<file path="src/rtl/si7021_data_converter_pkg.sv">
// rtl/si7021_data_converter_pkg.sv - shared states, widths and scaling constants for the Si7021 converter
package si7021_data_converter_pkg;

  typedef enum logic [2:0] {
    IDLE,
    MULT,
    OFFSET,
    BCD,
    DONE
  } state_t;

  localparam int PROD_W = 31;
  localparam int MAG_W  = 14;
  localparam int BCD_W  = 20;

  localparam logic MEAS_TEMP = 1'b0;
  localparam logic MEAS_RH   = 1'b1;

  localparam logic [14:0]        TEMP_GAIN   = 15'd17572;
  localparam logic [14:0]        RH_GAIN     = 15'd12500;
  localparam logic signed [16:0] TEMP_OFFSET = 17'sd4685;
  localparam logic signed [16:0] RH_OFFSET   = 17'sd600;
  localparam logic signed [16:0] RH_MAX      = 17'sd10000;

endpackage

</file>
<file path="src/rtl/si7021_data_converter_bin2bcd.sv">
// rtl/si7021_data_converter_bin2bcd.sv - iterative double-dabble, MAG_W cycles from start to done
module bin2bcd_seq
  import si7021_data_converter_pkg::*;
#(
  parameter int MAG_W_P = MAG_W,
  parameter int BCD_W_P = BCD_W
) (
  input  logic               clk,
  input  logic               rst_n,
  input  logic               start,
  input  logic [MAG_W_P-1:0] mag,
  output logic               done,
  output logic [BCD_W_P-1:0] bcd
);

  localparam int CNT_W = $clog2(MAG_W_P + 1);

  logic [MAG_W_P-1:0] sreg;
  logic [BCD_W_P-1:0] acc_adj;
  logic [CNT_W-1:0]   cnt;
  logic               unused_msb;

  assign unused_msb = acc_adj[BCD_W_P-1];

  always_comb begin
    acc_adj = bcd;
    for (int i = 0; i < BCD_W_P / 4; i++) begin
      if (bcd[i*4 +: 4] >= 4'd5) acc_adj[i*4 +: 4] = bcd[i*4 +: 4] + 4'd3;
    end
  end

  // The load edge doubles as the first iteration: add-3 on an all-zero BCD is a no-op.
  always_ff @(posedge clk or negedge rst_n) begin
    if (!rst_n) begin
      sreg <= '0;
      bcd  <= '0;
      cnt  <= '0;
      done <= 1'b0;
    end else begin
      done <= 1'b0;
      if (start) begin
        bcd  <= {{(BCD_W_P-1){1'b0}}, mag[MAG_W_P-1]};
        sreg <= mag << 1;
        cnt  <= CNT_W'(MAG_W_P - 1);
      end else if (cnt != '0) begin
        bcd  <= {acc_adj[BCD_W_P-2:0], sreg[MAG_W_P-1]};
        sreg <= sreg << 1;
        cnt  <= cnt - CNT_W'(1);
        if (cnt == CNT_W'(1)) done <= 1'b1;
      end
    end
  end

endmodule

</file>
<file path="src/rtl/si7021_data_converter.sv">
// rtl/si7021_data_converter.sv - Si7021 raw code to signed hundredths, emitted as sign + five BCD digits
module si7021_data_converter
  import si7021_data_converter_pkg::*;
(
  input  logic        clk100MHz,
  input  logic        rst_n,
  input  logic [15:0] data_in,
  input  logic        meas_type,
  input  logic        data_valid,
  output logic        busy,
  output logic        result_valid,
  output logic        result_neg,
  output logic [19:0] result_bcd,
  output logic        result_is_rh,
  output logic        overrun
);

  state_t              state, state_next;
  logic [3:0]          mult_cnt;
  logic [PROD_W-1:0]   product;
  logic [PROD_W-1:0]   mcand;
  logic [15:0]         mplier;
  logic                is_rh;
  logic                neg;
  logic                start_bcd;
  logic                bcd_done;
  logic [BCD_W-1:0]    bcd_val;
  logic [MAG_W-1:0]    mag;
  logic                mag_neg;
  logic signed [16:0]  offset;
  logic signed [16:0]  value;
  logic signed [16:0]  value_abs;
  logic                unused_bits;

  assign unused_bits = ^{product[15:0], value_abs[16:MAG_W]};

  always_ff @(posedge clk100MHz or negedge rst_n) begin
    if (!rst_n) state <= IDLE;
    else        state <= state_next;
  end

  always_comb begin
    state_next = state;
    start_bcd  = 1'b0;
    case (state)
      IDLE:    if (data_valid) state_next = MULT;
      MULT:    if (mult_cnt == 4'd15) state_next = OFFSET;
      OFFSET:  begin
        start_bcd  = 1'b1;
        state_next = BCD;
      end
      BCD:     if (bcd_done) state_next = DONE;
      DONE:    state_next = IDLE;
      default: state_next = IDLE;
    endcase
  end

  // Upper 15 product bits are the scaled value; it is never negative before the offset.
  always_comb begin
    offset    = (is_rh == MEAS_RH) ? RH_OFFSET : TEMP_OFFSET;
    value     = $signed({2'b00, product[PROD_W-1:16]}) - offset;
    value_abs = value[16] ? -value : value;
    mag       = value_abs[MAG_W-1:0];
    mag_neg   = 1'b0;
    if (is_rh == MEAS_RH) begin
      if (value < 17'sd0)       mag = '0;
      else if (value > RH_MAX)  mag = RH_MAX[MAG_W-1:0];
    end else begin
      mag_neg = value[16];
    end
  end

  always_ff @(posedge clk100MHz or negedge rst_n) begin
    if (!rst_n) begin
      mult_cnt     <= '0;
      product      <= '0;
      mcand        <= '0;
      mplier       <= '0;
      is_rh        <= 1'b0;
      neg          <= 1'b0;
      busy         <= 1'b0;
      result_valid <= 1'b0;
      result_neg   <= 1'b0;
      result_bcd   <= '0;
      result_is_rh <= 1'b0;
      overrun      <= 1'b0;
    end else begin
      result_valid <= 1'b0;
      if (data_valid && state != IDLE) overrun <= 1'b1;
      case (state)
        IDLE: begin
          if (data_valid) begin
            mplier   <= {data_in[15:2], 2'b00};
            mcand    <= {16'b0, (meas_type == MEAS_RH) ? RH_GAIN : TEMP_GAIN};
            product  <= '0;
            mult_cnt <= '0;
            is_rh    <= meas_type;
            busy     <= 1'b1;
          end
        end
        MULT: begin
          if (mplier[0]) product <= product + mcand;
          mcand    <= mcand << 1;
          mplier   <= mplier >> 1;
          mult_cnt <= mult_cnt + 4'd1;
        end
        OFFSET: neg <= mag_neg;
        DONE: begin
          result_bcd   <= bcd_val;
          result_neg   <= neg;
          result_is_rh <= is_rh;
          result_valid <= 1'b1;
          busy         <= 1'b0;
        end
        default: ;
      endcase
    end
  end

  bin2bcd_seq #(
    .MAG_W_P(MAG_W),
    .BCD_W_P(BCD_W)
  ) u_bin2bcd (
    .clk  (clk100MHz),
    .rst_n(rst_n),
    .start(start_bcd),
    .mag  (mag),
    .done (bcd_done),
    .bcd  (bcd_val)
  );

endmodule

</file>
<file path="config.mk">
export PLATFORM = sky130hd
export DESIGN_NAME = si7021_data_converter
export DESIGN_NICKNAME = d
export VERILOG_FILES = /design/src/rtl/si7021_data_converter_pkg.sv /design/src/rtl/si7021_data_converter_bin2bcd.sv /design/src/rtl/si7021_data_converter.sv
export SDC_FILE = /design/constraint.sdc
export NUM_CORES = 1
export LEC_CHECK = 0
export BUFFER_PORTS_ARGS = -buffer_cell sky130_fd_sc_hd__buf_4
export CORE_MARGIN = 5
export CORE_UTILIZATION = 45
export CTS_CLUSTER_DIAMETER = 80
export DETAILED_ROUTE_END_ITERATION = 16
export PLACE_DENSITY = 0.6
export SETUP_SLACK_MARGIN = 0.15
export SLEW_MARGIN = 10
export SYNTH_ARGS = -nofsm -noshare
export SYNTH_HDL_FRONTEND = slang
export SYNTH_SLANG_ARGS = --single-unit
export TNS_END_PERCENT = 20
</file>
<file path="constraint.sdc">
create_clock -name clk100MHz -period 3.45 [get_ports clk100MHz]
set_input_delay 0.1725 -clock clk100MHz [delete_from_list [all_inputs] [get_ports clk100MHz]]
set_output_delay 0.1725 -clock clk100MHz [all_outputs]
set_load 0.005 [all_outputs]
</file>
==> flow_summary_export.csv, run 1 <==
group,metric,value,unit
critical_path,cp_max_fo,4,
finish,diodes,0,
synthesis,synth_top_area_share,0.433,
critical_path,cp.arrival,3320,ps
route,drtAntennaViolNets,0,
min_path,hold_end,"mplier[13]",
power,peakVddDrop,451,uV
global_route,grt_overflow,0,
synthesis,synth.avg_cell_area,8.88,um2
sta,skew,12.8,ps
synthesis,syn_area,8430,um2
cts,cts_buffer_depth,2,
synthesis,synth_most_common_cell,"nand2_1",
synthesis,synth.distinct_cells,63,
cts,clk_latency,430,ps
critical_path,rrSetupSlack,450,ps
cts,clkTransAtPathRegs,70,ps
synthesis,synth-seq-area-share,0.433,
critical_path,crit_path_top_delay_cell,"fa_1",
power,power.density,961,nW/um2
sta,tns,0,ps
route,viasPerCell,5.50,
min_path,worstHoldPathCells,3,
power,p_leak,4.41,nW
sta,relSlewSlack,0.284,
die,die_h,147,um
sta,hold_slack,13.3,ps
sta,final_max_slew_viol_count,0,
critical_path,critPathLaunchType,"register",
sta,fin_crit_sh,0.870,
critical_path,crit_path_max_incr_delay,430,ps
synthesis,ys_async_sr_fraction,1.00,
die,pin_count,45,
place,dp_hpwl,12300,um
synthesis,yosys_warnings,0,
cts,htree_levels,4,
place,place_area,9000,um2
critical_path,worst-path-buf-inv,1,
die,die_area,21600,um2
cts,cts.sinks,146,
critical_path,crit_family,"compound AO/OA/AOI/OAI gates",
critical_path,cp.required,3770,ps
sta,hold_viol_final,0,
finish,drive_gt1_frac,0.134,
finish,final_area,9660,um2
cts,cts_buffers,17,
finish,fin_util,0.520,
route,dr.pass1.iters,4,
critical_path,rr_worst_depth,11,
finish,instances_no_fill,1233,
die,initial_core_util,0.454,
route,finalWirelength,18200,um
place,dp.cells,1190,
sta,rsz0062_at_grt,"false",
min_path,hold_path_class,"primary input to register",
sta,period_needed,3000,ps
synthesis,synth_ff_type,"dfrtp_1",
global_route,antenna_found_initial,0,
synthesis,synth-seq-cells,146,
die,core_area,18600,um2
global_route,grt_pass1_vias,6583,
power,finalPower,9.29,mW
global_route,grt_max_degree,92,
global_route,grt_pass1_wl,32300,um
critical_path,worstSetupPathType,"register to register",
route,drc,0,
cts,postCtsSetupRepairBufs,0,
die,fp.dieW,147,um
flow_run,drv_cap,0,
place,port-buffer-count,42,
finish,nNetsFinal,1054,
critical_path,cp-startpoint,"mcand[2]",
route,drtIter0Drc,402,
route,wl_per_cell,14.7,um
synthesis,syn_nets,1018,
sta,final.setup.worst_slack,448,ps
cts,cts_root_buffer,"clkbuf_16",
min_path,worstHoldStart,"data_in[13]",
synthesis,yosys-top-cells-count,"nand2_1, dfrtp_1, o21ai_0",
die,rows,50,
sta,tightestPinTransition,1070,ps
critical_path,reg2reg_from,"mcand[2]",
synthesis,synth-edff-count,0,
critical_path,worst_setup_path_end_kind,"register",
critical_path,crit-reg2reg-capture,"product[24]",
route,vias,6779,
critical_path,crit_chain,"ha_1, fa_1, a211oi_1, o21bai_1, a211oi_1, buf_4, o31a_1, o21bai_1, a21oi_1, nor3b_1, a31o_2",
finish,area_growth,14.5,%
place,gp_congestion,0.823,
cts,cts_tree,"done",
sta,setup_viol,0,
run_status,outcome,"finished, final reports clean",
place,dpl_worst_slack,444,ps
synthesis,synth.area.top_cells,"dfrtp_1, nand2_1, ha_1, o21ai_0, a21oi_1",
global_route,grt_usage,0.177,
sta,max_freq,333,MHz
synthesis,syn_inst,950,
synthesis,synth_area_leader_cell,"dfrtp_1",
[per-layer routing]
metal | vias up | part of all wire | track usage
li1 | 3432 | - | -
met1 | 3269 | 0.49 | 0.242
met2 | 66 | 0.47 | 0.294
met3 | 12 | 0.022 | 0.0361
met4 | 0 | 0.0088 | 0.0363
met5 | - | 0 | 0
[state kept, by name, summed over array words and instances (netlist names), 3 cells and up]
name	flops
mcand	29
product	29
result_bcd	20
u_bin2bcd.bcd	20
mplier	16
u_bin2bcd.sreg	13
mult_cnt	4
u_bin2bcd.cnt	4
state	3
[cell families (layout without fill, tap and decap cells)]
logic type	count (synthesis)	count (layout)	share of synthesized area
compound gates	281	281	0.205
mux	25	25	0.0329
flops	146	146	0.433
xor+xnor	57	57	0.0592
simple gates	311	311	0.161
buf+inv	82	131	0.0368
fa+ha+maj	48	48	0.0721
[layout by cell type, fill, tap and decap left out, types with 3 or more instances in the layout]
cell type,synthesis,layout
ha_1,47,47
o21ai_0,96,96
and2_1,4,4
nand3_1,38,38
nand4_1,5,5
o21a_1,5,5
o21bai_1,8,8
buf_4,0,58
dlygate4sd3_1,0,11
a31o_2,10,10
a21o_1,10,10
o41ai_1,3,3
mux2_2,22,22
nor3_1,13,13
a31oi_1,17,17
a211o_1,6,6
o211a_1,3,3
o31ai_1,5,5
a21oi_1,75,75
xor2_1,26,26
xnor2_1,31,31
o211ai_1,3,3
nor3b_1,6,4
nor2_1,61,61
inv_6,0,6
nand2_1,163,162
clkbuf_16,0,17
mux2i_1,3,3
a211oi_1,8,8
dfrtp_1,146,146
clkinvlp_4,0,3
nand2b_1,7,7
o21ai_1,6,5
inv_1,29,29
[worst max path at each step]
stage               cells after the start            endpoint  slack (ps)
global route                           11  u_bin2bcd.sreg[12]         190
global placement                       11   u_bin2bcd.sreg[3]         460
detailed placement                     11         product[24]         440
floorplan                              11   u_bin2bcd.sreg[9]         420
CTS                                    11         product[24]         440
finish                                 11         product[24]         450
[repair_timing]
item / CTS / global route
endpoints found under the setup margin: 0 / 1
hold buffers: 10 / 1
endpoints found under the hold margin: 97 / 1
resized for setup: 0 / 1
[power by group]
part / internal (mW) / leakage [nW] / switching [mW]
Combinational: 1.91 / 2.25 / 2.77
Sequential: 2.31 / 1.89 / 0.562
Clock: 0.941 / 0.265 / 0.800
[final cells by class]
type,instances,area (um2)
flip-flops and latches,146,3650
repair buffers,70,557
clock buffers,17,425
clock inverters,15,125
multi-input cells,722,4500
inverters,29,109
well taps,234,293
fillers,1733,8920
[worst register-to-register path: stages, from the launching register on]
cell and delay (ps):
dfrtp_1 400, ha_1 230, fa_1 430, a211oi_1 260, o21bai_1 140, a211oi_1 390
buf_4 200, o31a_1 190, o21bai_1 160, a21oi_1 190, nor3b_1 70, a31o_2 240
No activity file was read; power rests on OpenSTA's default activity.
==> run 2, diff against run 1 <==
--- a/config.mk
+++ b/config.mk
@@ -5,6 +5,7 @@
 export SDC_FILE = /design/constraint.sdc
 export NUM_CORES = 1
 export LEC_CHECK = 0
+export ABC_AREA = 1
 export BUFFER_PORTS_ARGS = -buffer_cell sky130_fd_sc_hd__buf_4
 export CORE_MARGIN = 5
 export CORE_UTILIZATION = 45
==> flow_summary_export.csv, run 2 <==
group,metric,value,unit
critical_path,worst-path-buf-inv,2,
route,dr.pass1.iters,5,
finish,area_growth,14.5,%
min_path,hold_path_class,"primary input to register",
cts,postCtsSetupRepairBufs,0,
cts,cts_tree,"done",
synthesis,syn_area,8510,um2
synthesis,synth.distinct_cells,47,
sta,final_max_slew_viol_count,0,
route,vias,7109,
cts,cts_hold_buf,2,
synthesis,synth_most_common_cell,"nand2_1",
global_route,grt_usage,0.186,
sta,fin_crit_sh,0.819,
critical_path,critPathLaunchType,"register",
cts,cts.repair.resized,0,
die,core_area,18600,um2
finish,nNetsFinal,1196,
die,die_h,148,um
sta,rsz0062_at_grt,"false",
global_route,grt_overflow,0,
finish,final_area,9750,um2
place,place_area,9110,um2
cts,cts_root_buffer,"clkbuf_16",
sta,skew,10.0,ps
route,drtAntennaViolNets,0,
synthesis,yosys-top-cells-count,"nand2_1, inv_1, dfrtp_1",
run_status,outcome,"finished, final reports clean",
synthesis,synth-edff-count,0,
sta,setup_viol,0,
critical_path,crit_path_frequent_cell,"nand2_1",
synthesis,synth_top_area_share,0.429,
sta,relSlewSlack,0.485,
power,peakVddDrop,421,uV
cts,clkTransAtPathRegs,60,ps
critical_path,crit_path_max_incr_delay,490,ps
synthesis,ys_async_sr_fraction,1.00,
synthesis,synth-seq-cells,146,
finish,diodes,0,
power,power.density,988,nW/um2
cts,cts_buffers,17,
global_route,grt_max_degree,64,
place,port-buffer-count,42,
cts,clk_latency,430,ps
synthesis,synth.avg_cell_area,7.89,um2
power,p_leak,4.98,nW
sta,hold_viol_final,0,
global_route,antenna_found_initial,0,
route,viasPerCell,5.17,
synthesis,synth.area.top_cells,"dfrtp_1, nand2_1, ha_1, inv_1, o21ai_0",
critical_path,crit_path_top_delay_cell,"dfrtp_1",
synthesis,synth_area_leader_cell,"dfrtp_1",
die,die_area,21800,um2
cts,cts_buffer_depth,2,
critical_path,crit_family,"simple AND/OR/NAND/NOR gates",
global_route,grt_pass1_wl,33300,um
critical_path,crit_chain,"inv_1, ha_1, ha_1, ha_1, inv_1, nor2_1, nand3_1, nor3_1, nand2_1, nand2_1, xor2_1, nand2_1, nand2_1, nand2_1, nand2_1, nand2_1",
route,drc,0,
critical_path,worst_setup_path_end_kind,"register",
critical_path,cp.required,3750,ps
sta,tns,0,ps
flow_run,drv_cap,0,
synthesis,syn_nets,1147,
critical_path,cp.arrival,3130,ps
route,finalWirelength,19300,um
route,drtIter0Drc,370,
place,gp_congestion,0.810,
die,rows,50,
die,initial_core_util,0.457,
finish,drive_gt1_frac,0.118,
cts,htree_levels,4,
place,dp_hpwl,14000,um
synthesis,synth-seq-area-share,0.429,
critical_path,worstSetupPathType,"register to register",
die,pin_count,45,
sta,period_needed,2830,ps
synthesis,synth_ff_type,"dfrtp_1",
sta,tightestPinTransition,768,ps
global_route,grt_pass1_vias,7053,
finish,final_cell_mix,"nand2_1, inv_1, dfrtp_1, o21ai_0, nor2_1",
cts,cts.sinks,146,
critical_path,cp_max_fo,6,
sta,max_freq,354,MHz
finish,top_regs,"mcand: 29 flops, product: 29 flops",
die,fp.dieW,148,um
synthesis,yosys_warnings,0,
power,finalPower,9.63,mW
finish,mostFrequentLayoutCell,"nand2_1",
synthesis,syn_inst,1079,
route,wl_per_cell,14.1,um
==> run 2: cell types whose count changed after synthesis, moves of 11 or more <==
cell	delta
a21oi_1	-20
a221oi_1	+13
a31oi_1	-12
clkbuf_1	-31
inv_1	+123
mux2_2	-22
nand2_1	+69
nor2_1	+27
o21ai_0	+16
o22ai_1	+30
xnor2_1	-26
xor2_1	-11
==> run 2: worst paths after layout <==
| path | startpoint | to | slack [ps] | cells after the start |
|---|---|---|---|---|
| max | is_rh | u_bin2bcd.sreg[9] | 620 | 16 |
| min in group asynchronous | rst_n | u_bin2bcd.sreg[3] | 300 | 2 |
| min | meas_type | is_rh | 10 | 3 |
| min reg2reg | u_bin2bcd.sreg[10] | u_bin2bcd.sreg[10] | 470 | 2 |
| max in group asynchronous | rst_n | mcand[13] | 2310 | 3 |
| max reg2reg | is_rh | u_bin2bcd.sreg[9] | 620 | 16 |
==> run 2: per-layer routing <==
| metal | part of all wire | wire (um) | GRT usage |
|---|---|---|---|
| met5 | 0 | 0 | 0 |
| met4 | 0.018 | 348 | 0.0555 |
| met1 | 0.47 | 9010 | 0.233 |
| met3 | 0.028 | 548 | 0.0374 |
| met2 | 0.49 | 9440 | 0.324 |
==> run 2: cell families after synthesis <==
| kind of cell | synth area share |
|---|---|
| simple gates | 0.214 |
| fa+ha+maj | 0.0714 |
| flops | 0.429 |
| xor+xnor | 0.0225 |
| buf+inv | 0.0847 |
| compound gates | 0.179 |
==> run 2: layout make-up <==
| type | count | area, um2 |
|---|---|---|
| clock buffers | 21 | 470 |
| clock inverters | 11 | 149 |
| fillers | 1812 | 8900 |
| inverters | 161 | 607 |
| multi-input cells | 746 | 4150 |
| flip-flops and latches | 146 | 3650 |
| well taps | 234 | 293 |
| repair buffers | 56 | 429 |
==> run 2: tightest hold or removal path, cell delays in order <==
cell     delay, ps
buf_4          110
nand2_1         50
o21ai_0         60
==> run 2: power breakdown <==
group          internal, mW  switching, mW  total, mW
Sequential             2.43          0.453       2.89
Clock                  1.20          0.738       1.94
Combinational          1.78           3.03       4.81
==> run 2: stage by stage <==
step	instances	util	worst slack (ps)	hold slack (ps)
6_report	1375	0.523	624	12.2
5_1_grt	1375	0.523	242	17.9
4_1_cts	1375	0.523	567	0.878
3_5_place_dp	1341	0.489	601	200
3_3_place_gp	1341	0.489	642	198
2_1_floorplan	1079	-	1100	-123
==> run 3, diff against run 2 <==
--- a/config.mk
+++ b/config.mk
@@ -11,7 +11,7 @@
 export CORE_UTILIZATION = 45
 export CTS_CLUSTER_DIAMETER = 80
 export DETAILED_ROUTE_END_ITERATION = 16
-export PLACE_DENSITY = 0.6
+export PLACE_DENSITY = 0.62
 export SETUP_SLACK_MARGIN = 0.15
 export SLEW_MARGIN = 10
 export SYNTH_ARGS = -nofsm -noshare
==> constraint.sdc (replaced) <==
create_clock -name clk100MHz -period 2.55 [get_ports clk100MHz]
set_input_delay 0.1275 -clock clk100MHz [delete_from_list [all_inputs] [get_ports clk100MHz]]
set_output_delay 0.1275 -clock clk100MHz [all_outputs]
set_load 0.005 [all_outputs]
==> flow_summary_export.csv, run 3 (synthesis results as in run 2) <==
group,metric,value,unit
critical_path,cp.required,2900,ps
die,core_area,18600,um2
power,pwr-share-clk,0.199,
critical_path,crit_family,"simple AND/OR/NAND/NOR gates",
route,drtIter0Drc,329,
global_route,grt_max_degree,56,
route,drc,0,
power,power.internal,7.95,mW
cts,htree_levels,4,
sta,final_max_slew_viol_count,0,
cts,cts_buffers,17,
critical_path,crit_chain,"inv_2, buf_6, ha_4, nand2_4, nor3_4, nand2_2, nand3_2, nand2_4, o211ai_1, nand2_1, nand2_1, nand2_2, nand2_4, nand2_8, buf_4, o211ai_2",
sta,period_needed,2360,ps
critical_path,critPathLaunchType,"register",
critical_path,worst_setup_path_end_kind,"register",
flow_run,drv_cap,0,
finish,fin_util,0.553,
cts,clk_latency,430,ps
finish,drive_gt1_frac,0.185,
sta,relSlewSlack,0.570,
cts,cts.sinks,146,
die,pin_count,45,
critical_path,cp.arrival,2710,ps
sta,setup_viol,0,
power,p_switching,6.17,mW
die,rows,50,
global_route,grt_usage,0.189,
critical_path,crit_path_max_incr_delay,370,ps
route,viasPerCell,5.28,
finish,final_cell_mix,"nand2_1, inv_1, dfrtp_1, o21ai_0, nor2_1",
sta,max_freq,424,MHz
global_route,grt_pass1_wl,34100,um
critical_path,cp_max_fo,7,
route,dr.pass1.iters,5,
route,drtAntennaViolNets,0,
place,dp_hpwl,14100,um
sta,fin_crit_sh,0.926,
finish,final_area,10300,um2
run_status,outcome,"finished, final reports clean",
finish,diodes,0,
die,initial_core_util,0.457,
finish,mostFrequentLayoutCell,"nand2_1",
cts,cts_tree,"done",
finish,top_regs,"mcand: 29 flops, product: 29 flops",
min_path,hold_path_class,"primary input to register",
power,p_leak,5.17,nW
cts,clkTransAtPathRegs,70,ps
critical_path,crit_path_frequent_cell,"nand2_4",
place,place_area,9190,um2
route,wl_per_cell,14.6,um
route,finalWirelength,20500,um
critical_path,worst-path-buf-inv,3,
cts,cts_root_buffer,"clkbuf_16",
power,p_sw_frac,0.437,
critical_path,worstSetupPathType,"register to register",
global_route,grt_overflow,0,
power,power.density,1370,nW/um2
sta,tightestPinTransition,644,ps
cts,cts_buffer_depth,2,
die,die_area,21800,um2
sta,rsz0062_at_grt,"true",
critical_path,crit_path_top_delay_cell,"dfrtp_1",
power,comb_power_share,0.524,
die,fp.dieW,148,um
global_route,grt_pass1_vias,7182,
power,peakVddDrop,668,uV
route,vias,7385,
global_route,antenna_found_initial,0,
power,seqPwrFrac,0.277,
place,gp_congestion,0.862,
sta,skew,11.6,ps
sta,hold_viol_final,0,
place,port-buffer-count,42,
finish,nNetsFinal,1220,
die,die_h,148,um
finish,area_growth,21.0,%
sta,tns,0,ps
[run 3: changes by cell type in the layout (fill, tap and decap cells not counted), sizes merged]
cell	before	now
buf	54	77
clkbuf	21	18
bufinv	3	5
inv	163	165
clkinvlp	3	2
dlygate4sd3	2	3
[run 3: worst paths after layout]
kind	start	end	slack, ps	depth (start not counted)
worst max-delay path	is_rh	u_bin2bcd.sreg[7]	190	16
worst max register to register	is_rh	u_bin2bcd.sreg[7]	190	16
min in group asynchronous	rst_n	u_bin2bcd.sreg[4]	240	2
max in group asynchronous	rst_n	u_bin2bcd.sreg[9]	1590	3
worst min register to register	u_bin2bcd.sreg[10]	u_bin2bcd.sreg[10]	480	2
worst min-delay path	data_in[3]	mplier[3]	60	3
[run 3: layout make-up]
| cell class | instances | area [um2] |
|---|---|---|
| repair buffers | 80 | 648 |
| inverters | 161 | 609 |
| multi-input cells | 746 | 4440 |
| fillers | 1763 | 8340 |
| clock buffers | 18 | 429 |
| clock inverters | 14 | 223 |
| flip-flops and latches | 146 | 3650 |
| well taps | 234 | 293 |
[run 3: worst register-to-register path, delay by kind of cell (launching register included)]
family | cells | cell delay, ps
and+or+nand+nor | 10 | 970
DFF | 1 | 370
buffers and inverters | 3 | 330
AOI/OAI and AO/OA | 2 | 320
adders and majority gates | 1 | 280
[run 3: what timing repair did]
item                                    in CTS  in global routing
hold endpoints to repair                    54                  0
gates resized for setup                      8                 72
buffers inserted                             0                 16
endpoints found under the setup margin      17                 67
pin swaps                                    1                 29
hold buffers                                 3                  0
[run 3: through the flow]
| step | worst slack [ps] | hold WS [ps] | power, mW | instances |
|---|---|---|---|---|
| after CTS | 118 | 57.6 | 13.6 | 1383 |
| after detailed placement | 82.5 | 143 | 10.6 | 1348 |
| after global routing | 41.1 | 74.7 | 15.4 | 1399 |
| after floorplan | 204 | -168 | 8.79 | 1079 |
| final | 189 | 60.6 | 14.1 | 1399 |
| after global placement | 138 | 137 | 10.5 | 1348 |
[run 3: routing by layer]
layer,wire (um),vias to the layer above,track usage
met5,0,-,0
met4,335,0,0.0564
met3,496,28,0.0362
met2,10200,93,0.327
met1,9450,3532,0.242
li1,-,3732,-
[run 3: power groups by stage]
stage                     combinational [mW]  sequential [mW]  clock (mW)
after global placement                  6.61             3.89           0
after global routing                    8.37             4.04        2.96
after floorplan                         5.00             3.79           0
after CTS                               6.86             3.89        2.86
final                                   7.40             3.91        2.81
after detailed placement                6.71             3.91           0
